===== src/rtl/aes_io_sequencer.sv =====
// Byte-serial front end for the AES-128 core: assembles key and plaintext
// from pin writes, launches the core, guards the wait with a watchdog and
// streams the ciphertext back out one byte per read strobe.
//
// state | meaning
// ------+---------------------------------------------------------------
// LOAD  | accept key/plaintext bytes, launch when both are full
// RUN   | core running, watchdog armed, waiting for core_done
// OUT   | ciphertext captured, one byte presented per rd_next
// ERR   | watchdog expired, held until clr
module aes_io_sequencer #(
  parameter int NBYTES  = 16,
  parameter int TIMEOUT = 255,
  parameter int TW      = 8
) (
  input  logic                clk,
  input  logic                rst_n,
  input  logic [7:0]          data_in,
  input  logic                wr_en,
  input  logic                wr_sel,
  input  logic                start,
  input  logic                rd_next,
  input  logic                clr,
  output logic [8*NBYTES-1:0] key,
  output logic [8*NBYTES-1:0] block,
  output logic                core_start,
  input  logic                core_done,
  input  logic [8*NBYTES-1:0] core_result,
  output logic [7:0]          data_out,
  output logic                out_valid,
  output logic                busy,
  output logic                key_full,
  output logic                txt_full,
  output logic                err
);

  localparam int CW = (NBYTES > 1) ? $clog2(NBYTES) : 1;
  localparam logic [CW-1:0] LAST_BYTE = CW'(NBYTES - 1);
  localparam logic [TW-1:0] WD_LOAD   = TW'(TIMEOUT);

  localparam logic [1:0] ST_LOAD = 2'd0;
  localparam logic [1:0] ST_RUN  = 2'd1;
  localparam logic [1:0] ST_OUT  = 2'd2;
  localparam logic [1:0] ST_ERR  = 2'd3;

  logic [1:0]             state;
  logic [CW-1:0]          key_cnt;
  logic [CW-1:0]          txt_cnt;
  logic [CW-1:0]          rd_ptr;
  logic [TW-1:0]          wd_cnt;
  logic [8*NBYTES-1:0]    result_q;

  logic in_load;
  logic key_wr;
  logic txt_wr;
  logic launch;

  // Writes and launch are only honoured in LOAD and never alongside clr;
  // launch looks at the flags as they stood before this cycle's write.
  always_comb begin
    in_load = (state == ST_LOAD) && !clr;
    key_wr  = in_load && wr_en && !wr_sel;
    txt_wr  = in_load && wr_en && wr_sel;
    launch  = in_load && start && key_full && txt_full;
  end

  // Sequencer state, byte counters, full flags, read pointer and watchdog.
  // The watchdog counts down from TIMEOUT, so reaching zero marks the
  // TIMEOUT-th cycle without core_done since launch.
  always_ff @(posedge clk or negedge rst_n) begin
    if (!rst_n) begin
      state      <= ST_LOAD;
      key_cnt    <= '0;
      txt_cnt    <= '0;
      key_full   <= 1'b0;
      txt_full   <= 1'b0;
      rd_ptr     <= '0;
      wd_cnt     <= '0;
      core_start <= 1'b0;
    end else begin
      core_start <= 1'b0;
      if (clr) begin
        state    <= ST_LOAD;
        key_cnt  <= '0;
        txt_cnt  <= '0;
        key_full <= 1'b0;
        txt_full <= 1'b0;
        rd_ptr   <= '0;
        wd_cnt   <= '0;
      end else begin
        case (state)
          ST_LOAD: begin
            if (key_wr) begin
              if (key_cnt == LAST_BYTE) begin
                key_cnt  <= '0;
                key_full <= 1'b1;
              end else begin
                key_cnt <= key_cnt + 1'b1;
              end
            end
            if (txt_wr) begin
              if (txt_cnt == LAST_BYTE) begin
                txt_cnt  <= '0;
                txt_full <= 1'b1;
              end else begin
                txt_cnt <= txt_cnt + 1'b1;
              end
            end
            if (launch) begin
              state      <= ST_RUN;
              core_start <= 1'b1;
              wd_cnt     <= WD_LOAD;
            end
          end
          ST_RUN: begin
            if (core_done) begin
              state  <= ST_OUT;
              rd_ptr <= '0;
            end else if (wd_cnt == '0) begin
              state <= ST_ERR;
            end else begin
              wd_cnt <= wd_cnt - 1'b1;
            end
          end
          ST_OUT: begin
            if (rd_next) begin
              if (rd_ptr == LAST_BYTE) begin
                state    <= ST_LOAD;
                rd_ptr   <= '0;
                txt_full <= 1'b0;
                txt_cnt  <= '0;
              end else begin
                rd_ptr <= rd_ptr + 1'b1;
              end
            end
          end
          ST_ERR: begin
            state <= ST_ERR;
          end
          default: begin
            state <= ST_LOAD;
          end
        endcase
      end
    end
  end

  // Key/plaintext byte registers (MSB byte first) and ciphertext capture.
  // clr leaves key and block contents alone; only the flags force a reload.
  always_ff @(posedge clk or negedge rst_n) begin
    if (!rst_n) begin
      key      <= '0;
      block    <= '0;
      result_q <= '0;
    end else begin
      for (int i = 0; i < NBYTES; i++) begin
        if (key_wr && (key_cnt == CW'(i))) begin
          key[8*(NBYTES-1-i) +: 8] <= data_in;
        end
        if (txt_wr && (txt_cnt == CW'(i))) begin
          block[8*(NBYTES-1-i) +: 8] <= data_in;
        end
      end
      if ((state == ST_RUN) && core_done && !clr) begin
        result_q <= core_result;
      end
    end
  end

  // Present the selected ciphertext byte only while in OUT, zero otherwise.
  always_comb begin
    data_out = '0;
    for (int i = 0; i < NBYTES; i++) begin
      if ((state == ST_OUT) && (rd_ptr == CW'(i))) begin
        data_out = result_q[8*(NBYTES-1-i) +: 8];
      end
    end
  end

  assign out_valid = (state == ST_OUT);
  assign busy      = (state == ST_RUN);
  assign err       = (state == ST_ERR);

endmodule


===== config.mk =====
export PLATFORM = sky130hd
export DESIGN_NAME = aes_io_sequencer
export DESIGN_NICKNAME = d
export VERILOG_FILES = /design/src/rtl/aes_io_sequencer.sv
export SDC_FILE = /design/constraint.sdc
export NUM_CORES = 1
export LEC_CHECK = 0
export ABC_CLOCK_PERIOD_IN_PS = 3100
export CAP_MARGIN = 20
export CELL_PAD_IN_SITES_DETAIL_PLACEMENT = 1
export CELL_PAD_IN_SITES_GLOBAL_PLACEMENT = 1
export CORE_MARGIN = 4
export CORE_UTILIZATION = 30
export DETAILED_ROUTE_END_ITERATION = 7
export PLACE_DENSITY_LB_ADDON = 0.15
export SYNTH_ARGS = -nofsm -noshare
export SYNTH_HDL_FRONTEND = slang
export SYNTH_SLANG_ARGS = --single-unit

===== constraint.sdc =====
create_clock -name clk -period 3.1 [get_ports clk]
set_input_delay 0.62 -clock clk [delete_from_list [all_inputs] [get_ports clk]]
set_output_delay 0.62 -clock clk [all_outputs]
set_load 0.05 [all_outputs]

==> results.md, run 1 <==
- Most common flop cell mapped by yosys: dfrtp_1
- Net Sw Frac: 27.4%
- Kind of end point of the critical path: primary output
- EDFF count, synth: 0
- Most numerous cell in the Yosys netlist: dfrtp_1
- Via count: 12400
- CP Data Arrival Time: 2.89 ns
- CTS tree: done
- Synth Area in Adders: 1.02%
- Leakage: 11.5 nW
- Fin area: 24900 µm²
- Synth top area share: 59.4%
- Pwr dens: 507 nW/µm²
- Placed Area: 22900 µm²
- CP Class: reg -> out
- Critical path startpoint category: flip-flop
- Initial Util: 30.5%
- NumNets Final: 1920
- Mapped Cells: 1264
- Layout area overhead: 44.5%
- Seq/Total Area, Yosys: 59.4%
- Antenna violations before repair: 4
- Share of total power in the clock network: 42.5%
- Net Sw Power: 3.46 mW
- Max-slew violations: 0
- CTS H-tree depth: 2
- Longest Clk Path Bufs: 3
- Routed wire length: 59900 µm
- Synth Area in XOR/XNOR: 0.203%
- Crit path max fanout: 6
- Die area: 61400 µm²
- Count of cell types in the netlist: 65
- Grt ovf: 0
- Fraction of synthesized area in multiplexers: 24.4%
- Final Wtd Congestion: 0.845
- Pin count of the biggest net entering global routing: 59
- Area contributors post-synth: dfrtp_1, mux2_2, nand2_1
- TNS Setup: -2.64 ns
- Period minus WS final: 3.51 ns
- Setup ws final: -0.408 ns
- Worst clock skew: 0.0217 ns
- Vias in the first global route: 13300
- Hold WC Path Type: reg -> reg
- Final Hold Fails: 0
- Unrepaired setup endpoints after global routing: yes
- Utilization after layout: 44.0%
- Number of synthesized register bits: 409
- Ys Warns: 0
- Failing checks: negative setup slack
- Internal: 9.17 mW
- Fillers: 5826
- Drt wl/cell: 23.5 µm
- Site Rows: 87
- Synth top cells by count: dfrtp_1, mux2_2, nand2_1
- Vias/cell: 4.86
- ANT nets after route: 0
- PortBufs: 413
- Sequential Power Share: 44.5%
- Cell taking the most area after synthesis: dfrtp_1
- Tcrit/Tclk final: 113%
- Reg area: 10200 µm²
- Max Cap Viol: 0
- CTS Buf Count: 47
- Die W: 248 µm
- Residual DRC: 0
- Setup Viol. Count Final: 8
- TritonRoute pass-1 iters: 4
- Fraction of layout cells with a size suffix above 1: 35.5%
- Syn nets: 1422
- Critical Path RT: 2.48 ns
- Max transition margin: 56.1%
- Multi-input gate area: 6910 µm²
- Gate power share: 13.1%
- Die height: 248 µm
- Worst Tran Pin Value: 0.657 ns
- Core box area: 56600 µm²
- Initial DRC Count: 565
- Maximum vdd drop: 0.000447 V
- Clk Latency, worst-skew pair: 0.59 ns
- Synthesized area: 17200 µm²
- Largest family of logic cells by synthesized area: multiplexers
- Max Clock Freq: 0.285 GHz
- I/O pins: 414
- Global Route Usage Sum: 19.0%
- Fraction of registers with async set/reset: 100%
- R2R Setup Slk: 0.59 ns
- Num Clock Sinks: 409
- Syn_area_per_cell: 13.6 µm²
- Area share of and/or/nand/nor cells after synthesis: 6.66%
- HPWL Detailed: 43800 µm
- First-pass GRT wire length: 88200 µm
- Compound-Gate Fraction of Synth Area: 6.06%
- Clock slew at reported path FFs: 0.06 ns
- Status: finished with violations
- CTS root buf: clkbuf_16
## power groups by stage
stage / Sequential, mW / Clock, mW / Combinational, mW
6_report: 5.62 / 5.36 / 1.65
5_1_grt: 5.64 / 5.78 / 1.73
4_1_cts: 5.62 / 5.56 / 1.69
3_5_place_dp: 5.72 / 0 / 1.68
3_3_place_gp: 5.71 / 0 / 1.67
2_1_floorplan: 6.29 / 0 / 0.248
## final cells by class
type | count | area share, %
Tap cell | 756 | 3.80
Antenna cell | 1 | 0.0100
Clock buffer | 64 | 5.22
Inverter | 18 | 0.321
Sequential cell | 409 | 41.1
Timing Repair Buffer | 523 | 21.1
Clock inverter | 18 | 0.663
Multi-Input combinational cell | 763 | 27.7
## cell families (layout without fill, tap and decap cells)
group                      after synthesis  in the layout
AOI/OAI and AO/OA                      151            151
muxes                                  374            374
other                                    0              1
adders and majority gates               14             14
buffers and inverters                   92            623
DFF                                    409            409
xor gates and xnor gates                 4              4
and+or+nand+nor                        220            220
## cell usage in the layout (no fill, tap or decap), types with 10 or more instances in the layout
cell               n
a21oi_1           23
a22oi_1           10
buf_12            18
buf_4             87
buf_6             11
clkbuf_1          11
clkbuf_16         50
clkdlybuf4s50_1  402
dfrtp_1          403
ha_1              10
inv_1             12
mux2_2           364
nand2_1           76
nand2_2           19
nor2_1            38
o211ai_1          23
o21ai_0           24
## repair_timing
item,4_1_cts,5_1_grt
hold endpoints to repair,46,0
hold buffers,1,0
resized for setup,46,38
pin swaps,10,14
buffers inserted,9,15
endpoints found under the setup margin,8,8
cloned,0,1
## state kept, by name, summed over array words and instances, names as in the netlist
register,flops
block,128
key_cnt,4
state,2
key_full,1
txt_full,1
core_start,1
txt_cnt,4
key,128
wd_cnt,8
rd_ptr,4
result_q,128
## routing by layer
layer / routed length [µm] / GRT usage [%] / part of all wire [%]
met1: 25300 / 24.6 / 42
met2: 29700 / 32.2 / 50
met3: 2900 / 3.31 / 4.8
met4: 1960 / 6.59 / 3.3
met5: 41 / 0 / 0.068
## final timing paths
path,start,end,depth (start not counted)
setup / recovery,rd_ptr[0]$_DFFE_PN0P_,data_out[1],10
hold / removal,key[6]$_DFFE_PN0P_,key[6]$_DFFE_PN0P_,2
setup reg to reg,state[0]$_DFFE_PN0P_,block[39]$_DFFE_PN0P_,8
hold reg to reg,key[6]$_DFFE_PN0P_,key[6]$_DFFE_PN0P_,2
max in group asynchronous,rst_n,key[80]$_DFFE_PN0P_,4
min in group asynchronous,rst_n,result_q[31]$_DFFE_PN0P_,2
## worst max-delay path: stages, from the launching register on
cell and delay (ns):
dfrtp_2 0.46, buf_6 0.14, ha_4 0.17, nor4b_4 0.13, buf_4 0.16, buf_12 0.13, buf_4 0.13, o211ai_1 0.36
o211ai_1 0.21, o211ai_1 0.22, buf_12 0.19
## through the flow
stage | hold slack (ns) | power [mW] | worst slack (ns) | std cells
final | 0.474 | 12.6 | -0.408 | 2552
after global routing | 0.506 | 13.2 | -0.486 | 2552
after global placement | 0.461 | 7.38 | -0.171 | 2445
after CTS | 0.477 | 12.9 | -0.389 | 2536
after floorplan | 0.324 | 6.54 | 0.00801 | 1264
after detailed placement | 0.462 | 7.40 | -0.134 | 2445
No activity file was read; power rests on OpenSTA's default activity.
==> inputs of run 2 (changes only) <==
- ABC_CLOCK_PERIOD_IN_PS: 3100 -> 4050
- CELL_PAD_IN_SITES_DETAIL_PLACEMENT: 1 -> not set
- CELL_PAD_IN_SITES_GLOBAL_PLACEMENT: 1 -> not set
- clock period: 3.1 -> 4.05 ns (I/O delays scaled with it)
==> results.md, run 2 (same netlist as run 1, synthesis figures left out) <==
- Status: completed
- Drt wl/cell: 22.2 µm (-5.5%)
- Site Rows: 87 (unchanged)
- CP Data Arrival Time: 3.08 ns (+0.19 ns)
- I/O pins: 414 (unchanged)
- Longest Clk Path Bufs: 3 (unchanged)
- Die W: 248 µm (unchanged)
- Pwr dens: 400 nW/µm² (-21%)
- Commonest non-fill, non-tap cell in the layout: dfrtp_1
- TNS Setup: 0 ns (+2.64 ns)
- TritonRoute pass-1 iters: 5 (+1)
- Clk Latency, worst-skew pair: 0.58 ns (about the same)
- Maximum vdd drop: 0.000319 V (-29%)
- Grt ovf: 0 (unchanged)
- Die area: 61400 µm² (unchanged)
- CTS root buf: clkbuf_16
- Crit path max fanout: 7 (+1)
- Pin count of the biggest net entering global routing: 132 (+120%)
- Worst Tran Pin Value: 0.937 ns (+0.280 ns)
- Max Cap Viol: 0 (unchanged)
- Via count: 11900 (-4.1%)
- Unrepaired setup endpoints after global routing: no
- Vias/cell: 4.81 (-1.0%)
- CTS tree: done
- Core box area: 56600 µm² (unchanged)
- CTS H-tree depth: 2 (unchanged)
- Top flop regs: block: 128 flops, key: 128 flops, result_q: 128 flops
- Worst clock skew: 0.0238 ns (+0.00213 ns)
- Initial DRC Count: 615 (+8.8%)
- Pre-CTS setup slack: 0.615 ns (+0.748 ns)
- CTS Buf Count: 46 (-2.1%)
- Max Clock Freq: 0.257 GHz
- Vias in the first global route: 12400 (-6.8%)
- Die height: 248 µm (unchanged)
- Critical Path RT: 3.24 ns (+0.76 ns)
- First-pass GRT wire length: 80600 µm (-8.6%)
- Fraction of layout cells with a size suffix above 1: 29.6% (-5.9 points)
- Clock slew at reported path FFs: 0.06 ns (about the same)
- Leakage: 11.0 nW (-4.2%)
- Final Hold Fails: 0 (unchanged)
- Routed wire length: 54900 µm (-8.5%)
- Max-slew violations: 0 (unchanged)
- Critical path startpoint category: flip-flop
- Layout area overhead: 38.5%
- Hold WC Path Type: in -> async
- Fillers: 5341 (-8.3%)
- Global Route Usage Sum: 17.4% (-1.6 points)
- PortBufs: 413 (unchanged)
- ANT nets after route: 0 (unchanged)
- Setup Viol. Count Final: 0 (-8)
- Most frequent cells in the layout: dfrtp_1, clkdlybuf4s50_1, mux2_2, nand2_1, clkbuf_16
- Num Clock Sinks: 409 (unchanged)
- Kind of end point of the critical path: primary output
- Antenna violations before repair: 4 (unchanged)
- Residual DRC: 0 (unchanged)
- Final Wtd Congestion: 0.827 (-2.2%)
- Setup repair bufs after CTS: 0 (-9)
- HPWL Detailed: 39800 µm (-9.1%)
- NumNets Final: 1842 (-4.1%)
- Hold Buf Count CTS: 0 (-1)
- CP Class: reg -> out
- Setup ws final: 0.157 ns (+0.565 ns)
- Max transition margin: 37.4% (-19 points)
- Tcrit/Tclk final: 96.1%
- Initial Util: 30.5% (unchanged)
- Period minus WS final: 3.89 ns
- Tot Pwr: 9.55 mW (-24%)
==> run 2: cell count changes in the layout (fill, tap and decap cells not counted), moves of 4 or more <==
cell,delta
nor2_1,+4
clkbuf_8,+4
dfrtp_1,+6
dfrtp_2,-6
buf_4,-61
nor3_1,+4
clkbuf_16,-4
buf_6,-10
buf_12,-6
a221oi_1,+4
==> run 2: metal layers <==
layer | wire (µm) | global-route usage (%)
met2 | 26400 | 28.8
met1 | 23900 | 22.8
met4 | 1380 | 4.83
met3 | 3140 | 4.15
met5 | 23 | 0
==> run 2: what timing repair did <==
action	CTS	global route
endpoints found under the hold margin	0	0
resized for setup	1	6
endpoints found under the setup margin	1	1
pin swaps	0	0
==> run 2: layout make-up <==
cell class / instances / area, µm² / share of cell area, %
clock inverter: 13 / 111 / 0.466
timing repair buffer: 446 / 4540 / 19.0
sequential: 409 / 10200 / 42.9
antenna: 2 / 5.00 / 0.0210
inverter: 18 / 71.3 / 0.299
multi-input combinational: 763 / 6640 / 27.8
tap: 756 / 946 / 3.96
clock buffer: 66 / 1330 / 5.56
==> run 2: worst paths after layout <==
check / startpoint / end / slack (ns) / cells after the start
max: rd_ptr[1]$_DFFE_PN0P_ / data_out[3] / 0.16 / 9
min reg2reg: key[1]$_DFFE_PN0P_ / key[1]$_DFFE_PN0P_ / 0.48 / 2
max in group asynchronous: rst_n / key[93]$_DFFE_PN0P_ / 2.91 / 2
max reg2reg: state[1]$_DFFE_PN0P_ / wd_cnt[6]$_DFFE_PN0P_ / 1.40 / 7
min: rst_n / key[123]$_DFFE_PN0P_ / 0.21 / 1
min in group clk: key[1]$_DFFE_PN0P_ / key[1]$_DFFE_PN0P_ / 0.48 / 2
==> run 2: metrics by stage <==
step / instances / util (%) / hold WS (ns) / area, µm²
after floorplan: 1264 / - / 0.472 / 17200
after global placement: 2390 / 39.5 / 0.460 / 22400
after detailed placement: 2391 / 39.5 / 0.464 / 22400
after CTS: 2470 / 42.1 / 0.252 / 23800
after global routing: 2473 / 42.2 / 0.250 / 23900
final: 2473 / 42.2 / 0.215 / 23900
==> run 2: report_power, final <==
part	switching, mW	total [mW]	internal (mW)
clock	1.70	3.99	2.28
sequential	0.0769	4.30	4.22
combinational	0.796	1.26	0.464
total	2.58	9.55	6.97
==> run 2: worst max-delay path, stage by stage, from the launching register on <==
cell and delay, ns:
dfrtp_1 0.44, ha_1 0.21, nand3b_1 0.24, nor3_1 0.33
buf_4 0.22, a32oi_1 0.10, o2111ai_1 0.35, a21oi_1 0.12
o21ai_1 0.31, buf_12 0.18
